===== config.mk =====
export PLATFORM = sky130hd
export DESIGN_NAME = regfile_scoreboard
export DESIGN_NICKNAME = d
export VERILOG_FILES = /design/src/rtl/regfile_scoreboard.sv
export SDC_FILE = /design/constraint.sdc
export NUM_CORES = 2
export LEC_CHECK = 0
export BUFFER_PORTS_ARGS = -buffer_cell sky130_fd_sc_hd__buf_2
export CAP_MARGIN = 20
export CELL_PAD_IN_SITES_DETAIL_PLACEMENT = 1
export CELL_PAD_IN_SITES_GLOBAL_PLACEMENT = 2
export CORE_MARGIN = 8
export CORE_UTILIZATION = 30
export CTS_CLUSTER_SIZE = 8
export DETAILED_ROUTE_END_ITERATION = 7
export GPL_ROUTABILITY_DRIVEN = 0
export GPL_TIMING_DRIVEN = 1
export PLACE_DENSITY = 0.53
export RECOVER_POWER = 50
export SLEW_MARGIN = 10
export SYNTH_ARGS = -nofsm -noshare
export SYNTH_HDL_FRONTEND = slang
export SYNTH_SLANG_ARGS = --single-unit

===== constraint.sdc =====
create_clock -name clk -period 3.89 [get_ports clk]
set_input_delay 0.389 -clock clk [delete_from_list [all_inputs] [get_ports clk]]
set_output_delay 0.389 -clock clk [all_outputs]
set_load 0.02 [all_outputs]

===== src/rtl/regfile_scoreboard.sv =====
// regfile_scoreboard: general-purpose register bank with a per-register busy
// scoreboard for the pipelined mips32 datapath. It sits between ID (read and
// issue) and WB (write and release).
//
// Ports:
//   clk        rising-edge clock for all state
//   rst        synchronous, active-high reset
//   rd_addr    NREAD packed read addresses, port i at [i*ADDR_W +: ADDR_W]
//   rd_data    NREAD packed combinational read data, port i at [i*DATA_W +: DATA_W]
//   wb_en      writeback strobe
//   wb_addr    writeback destination register
//   wb_data    writeback data
//   iss_valid  decode presents an instruction for issue
//   iss_src_en per-port flag: rd_addr[i] is a true source operand
//   iss_dst_en instruction writes a destination register
//   iss_dst    destination register
//   iss_ready  combinational: no RAW/WAW hazard, the instruction may issue
//   busy       registered scoreboard bit per register
//   wb_orphan  sticky flag: a writeback hit a register that was not busy
module regfile_scoreboard #(
  parameter int unsigned DATA_W   = 32,
  parameter int unsigned ADDR_W   = 5,
  parameter int unsigned NREAD    = 2,
  parameter int unsigned ZERO_REG = 1,
  parameter int unsigned BYPASS   = 1
) (
  input  logic                      clk,
  input  logic                      rst,
  input  logic [NREAD*ADDR_W-1:0]   rd_addr,
  output logic [NREAD*DATA_W-1:0]   rd_data,
  input  logic                      wb_en,
  input  logic [ADDR_W-1:0]         wb_addr,
  input  logic [DATA_W-1:0]         wb_data,
  input  logic                      iss_valid,
  input  logic [NREAD-1:0]          iss_src_en,
  input  logic                      iss_dst_en,
  input  logic [ADDR_W-1:0]         iss_dst,
  output logic                      iss_ready,
  output logic [(2**ADDR_W)-1:0]    busy,
  output logic                      wb_orphan
);

  localparam int unsigned NREG = 2 ** ADDR_W;

  logic [DATA_W-1:0] mem_q [NREG];
  logic [NREG-1:0]   busy_q;
  logic [NREG-1:0]   busy_d;
  logic [NREG-1:0]   wb_hit_c;
  logic [NREG-1:0]   beff_c;
  logic              orphan_q;
  logic              orphan_set_c;
  logic              fire_c;

  // Hard-wired zero register check.
  function automatic logic is_zero(input logic [ADDR_W-1:0] a);
    return (ZERO_REG == 1) && (a == '0);
  endfunction

  // One-hot decode of the writeback target.
  always_comb begin
    wb_hit_c = '0;
    if (wb_en) wb_hit_c[wb_addr] = 1'b1;
  end

  // Effective busy: a same-cycle release is visible only with the bypass.
  always_comb begin
    beff_c = busy_q;
    if (BYPASS != 0) beff_c = busy_q & ~wb_hit_c;
    if (ZERO_REG == 1) beff_c[0] = 1'b0;
  end

  // Read ports: zero register, then bypass (suppressed during reset), then array.
  always_comb begin
    rd_data = '0;
    for (int unsigned i = 0; i < NREAD; i++) begin
      logic [ADDR_W-1:0] a;
      a = rd_addr[i*ADDR_W +: ADDR_W];
      if (is_zero(a))
        rd_data[i*DATA_W +: DATA_W] = '0;
      else if ((BYPASS != 0) && !rst && wb_en && (wb_addr == a))
        rd_data[i*DATA_W +: DATA_W] = wb_data;
      else
        rd_data[i*DATA_W +: DATA_W] = mem_q[a];
    end
  end

  // Hazard check: RAW on every enabled source, WAW on the destination.
  always_comb begin
    iss_ready = ~rst;
    for (int unsigned i = 0; i < NREAD; i++) begin
      if (iss_src_en[i] && beff_c[rd_addr[i*ADDR_W +: ADDR_W]]) iss_ready = 1'b0;
    end
    if (iss_dst_en && beff_c[iss_dst]) iss_ready = 1'b0;
  end

  assign fire_c = iss_valid & iss_ready;

  // Next busy: release on writeback, then a new producer claims (set wins).
  always_comb begin
    busy_d = busy_q & ~wb_hit_c;
    if (fire_c && iss_dst_en && !is_zero(iss_dst)) busy_d[iss_dst] = 1'b1;
  end

  // Writeback to a register with no outstanding producer.
  assign orphan_set_c = wb_en && !is_zero(wb_addr) && !busy_q[wb_addr];

  // Register array, scoreboard and sticky error flag.
  always_ff @(posedge clk) begin
    if (rst) begin
      for (int unsigned r = 0; r < NREG; r++) mem_q[r] <= '0;
      busy_q   <= '0;
      orphan_q <= 1'b0;
    end else begin
      if (wb_en && !is_zero(wb_addr)) mem_q[wb_addr] <= wb_data;
      busy_q <= busy_d;
      if (orphan_set_c) orphan_q <= 1'b1;
    end
  end

  assign busy      = busy_q;
  assign wb_orphan = orphan_q;

endmodule

==> impl_summary.txt <==
----------------------------------------------------
[Worst setup path]
  Arr. time, crit path ... 4.11 ns
  Worst setup EP type ... flop
  Crit start category ... input pin
  Largest fanout on the critical path ... 19
  Req. time, crit path ... 4.29 ns
  Critical path type ... input pin to flop

[CTS]
  Setup Fix Bufs, Post-CTS ... 0
  Hold-fix buffers at CTS ... 0
  Clock transition at the register clock pins on the worst setup and hold paths after CTS ... 0.06 ns
  H-tree depth reported by CTS ... 4
  Clock Tree Root ... sky130_fd_sc_hd__clkbuf_16
  Total CTS buffers ... 152
  CTS Buffer Depth ... 3
  Number of instances resized during post-cts repair ... 0
  Clock sink count ... 1057
  CTS tree ... built
  Later-pin clock latency in the skew report ... 0.81 ns

[Detailed routing]
  Remaining DRCs ... 0
  Via count ... 36830
  Per-cell routed wire length ... 38.4 um
  Number of DRC markers in iteration 0 ... 4053
  Post-route antenna net violation count ... 0
  Detailed-route wire length ... 249000 um
  Detailed Routing Iterations Pass 1 ... 5
  Routed via count divided by cell count ... 5.68

[GRT]
  GR Layer Usage met2 ... 38.9%
  Remaining global-route overflow ... 0
  Pin count of the biggest net entering global routing ... 49
  Global-route met1 utilization ... 32.0%
  Global-route usage over all layers ... 23.5%
  First-pass GRT wire length ... 340000 um
  GR peak layer ... met2
  Via count of the first global-routing pass ... 38566
  Initial antenna violation count ... 34
  Met3 Use GR ... 3.57%

[Die]
  CORE AREA ... 0.192 sq mm
  Width of the die ... 456 um
  Die height ... 456 um
  Standard-cell row count ... 161
  Number of top-level pins ... 157
  Starting density of the core ... 30.1%
  Die area ... 0.208 sq mm

[Yosys]
  Cell accounting for the most synthesized area ... sky130_fd_sc_hd__edfxtp_1
  Post-synthesis area per instance ... 15.5 sq um
  Top-area cell type share of the netlist area ... 53.0%
  Most numerous cell types in the synthesized netlist ... sky130_fd_sc_hd__edfxtp_1 (1024), sky130_fd_sc_hd__and2_1 (995), sky130_fd_sc_hd__mux4_2 (649)
  Number of flops mapped to enable cells by yosys ... 1024
  Number of warnings printed during yosys synthesis ... 0
  Sequential element share of the synthesized area ... 54.2%
  Number of synthesized register bits ... 1057
  Dominant register cell in the synthesized netlist ... sky130_fd_sc_hd__edfxtp_1
  Most frequent cell after synthesis ... sky130_fd_sc_hd__edfxtp_1
  Synth top area cells ... sky130_fd_sc_hd__edfxtp_1 (53%), sky130_fd_sc_hd__mux4_2 (25%), sky130_fd_sc_hd__and2_1 (11%)
  Synthesized instance count ... 3739
  Netlist area before placement ... 0.0580 sq mm
  Number of unique standard cell types used by synthesis ... 64
  FFs w/ async S/R, synth ... 0%

[STA]
  Total negative slack for setup checks ... 0 ns
  Final-report max-slew violation count ... 890
  Transition at the pin with the smallest max-transition slack ... 2.75 ns
  Hold violation count in the final report ... 0
  Final critical-path share of the clock period ... 95.4%
  Worst max-slew margin expressed relative to the limit ... -83.6%
  Final min period ... 3.71 ns
  Total setup violations reported at the end of the flow ... 0
  Max Clk Rate ... 269 MHz
  Unrepaired setup endpoints after global routing ... false
  Clock skew ... 0.00796 ns

[Place]
  Number of buffer cells added on primary ports ... 156
  Cells after DPL ... 6277
  HPWL reported at the end of detailed placement ... 146000 um

[Outcome]
  Violations in the final reports ... max-capacitance violations, max-slew violations
  Run status ... finished, violations left

[Pwr]
  Relative contribution of sequential cells to total power ... 45.1%
  Switching power as a share of total power ... 26.3%
  Net switching power of the design ... 7.82 mW
  Clock network power share ... 41.4%
  Lkg Pwr ... 22.6 nW
  IR drop worst, VDD ... 383 uV
  Internal Pwr Total ... 21.9 mW
  Power per standard cell area ... 443 mW/mm^2
  Proportion of power drawn by combinational gates ... 13.6%

[Finish]
  Count of placed standard cells in the final layout, fillers left out ... 6481
  Net count of the finished layout ... 3964
  Fraction of final layout cells sized beyond drive strength 1 ... 31.7%
  Area growth from synthesis to layout ... 15.9%

[Hold path]
  Hold/Removal Path Class ... input pin to flop

[Flow run]
  Max_cap viols ... 43

----------------------------------------------------
==> worst max-delay path, stage by stage <==
cell                       delay (ns)
sky130_fd_sc_hd__clkbuf_1        0.32
sky130_fd_sc_hd__clkbuf_1        1.34
sky130_fd_sc_hd__o21bai_1        0.68
sky130_fd_sc_hd__buf_12          0.27
sky130_fd_sc_hd__clkbuf_2        0.99
==> power by group through the flow <==
stage | clock network [mW] | registers (mW) | logic, mW
3_5_place_dp | 0 | 13.6 | 4.12
6_report | 12.3 | 13.4 | 4.03
4_1_cts | 12.6 | 13.4 | 4.14
2_1_floorplan | 0 | 13.5 | 2.38
5_1_grt | 12.9 | 13.5 | 4.21
3_3_place_gp | 0 | 13.6 | 4.12
==> layer usage <==
layer	part of all wire [%]	wire length [um]
met1	42	105000
met2	48	119000
met3	6.8	17000
met4	3.1	7720
met5	0.011	28
==> sequential cells by signal (all words and copies together), names as in the netlist <==
name,cells
busy,32
wb_orphan,1
mem_q,1024
==> layout by cell type (no fill, tap or decap), types with 19 or more instances in the layout <==
cell type                   count
sky130_fd_sc_hd__a211oi_1      66
sky130_fd_sc_hd__and2_0       161
sky130_fd_sc_hd__and2_1       834
sky130_fd_sc_hd__buf_12        59
sky130_fd_sc_hd__buf_2        140
sky130_fd_sc_hd__buf_4        129
sky130_fd_sc_hd__clkbuf_1      35
sky130_fd_sc_hd__clkbuf_16    153
sky130_fd_sc_hd__clkbuf_2      30
sky130_fd_sc_hd__conb_1        32
sky130_fd_sc_hd__dfxtp_1       33
sky130_fd_sc_hd__diode_2       19
sky130_fd_sc_hd__edfxtp_1    1024
sky130_fd_sc_hd__mux2i_1       86
sky130_fd_sc_hd__mux4_2       649
sky130_fd_sc_hd__nand2_1       45
sky130_fd_sc_hd__nor2_1       112
sky130_fd_sc_hd__nor2b_1       20
sky130_fd_sc_hd__o21ai_0       43
==> cell families after synthesis <==
group | Yosys count | synth area share, %
AOI/OAI and AO/OA | 193 | 2.44
buffers and inverters | 413 | 2.79
other | 1 | 0.00647
muxes | 741 | 26.8
xor gates and xnor gates | 12 | 0.181
and+or+nand+nor | 1322 | 13.6
DFF | 1057 | 54.2
==> worst paths after layout <==
kind	startpoint	to	slack [ns]	cells after the start
hold / removal	wb_addr[2]	wb_orphan$_SDFFE_PP0P_	0.12	4
hold reg to reg	busy[0]$_SDFF_PP0_	busy[0]$_SDFF_PP0_	0.48	1
setup reg to reg	busy[9]$_SDFF_PP0_	busy[26]$_SDFF_PP0_	1.32	8
setup / recovery	rst	mem_q[3][1]$_SDFFCE_PN0P_	0.18	5
==> area by class of cell <==
| class | count | area [sq um] |
|---|---|---|
| fill | 19357 | 125000 |
| sequential | 1057 | 31400 |
| multi-input combinational | 2300 | 25200 |
| clock buffer | 168 | 3910 |
| timing repair buffer | 387 | 3180 |
| tap | 2526 | 3160 |
| clock inverter | 17 | 246 |
| antenna | 19 | 47.5 |
| inverter | 7 | 27.5 |
==> per-stage QoR <==
step / worst slack, ns / util (%) / instance area, sq um / power, mW / hold slack [ns]
floorplan: 0.848 / - / 58100 / 15.9 / 0.554
global placement: 0.221 / 33.0 / 63400 / 17.7 / 0.465
detailed placement: 0.301 / 33.0 / 63400 / 17.7 / 0.467
CTS: 0.296 / 35.1 / 67600 / 30.1 / 0.0432
global route: 0.108 / 34.9 / 67200 / 30.6 / 0.111
finish: 0.179 / 34.9 / 67200 / 29.8 / 0.119
Power figures use the tool's default switching activity.
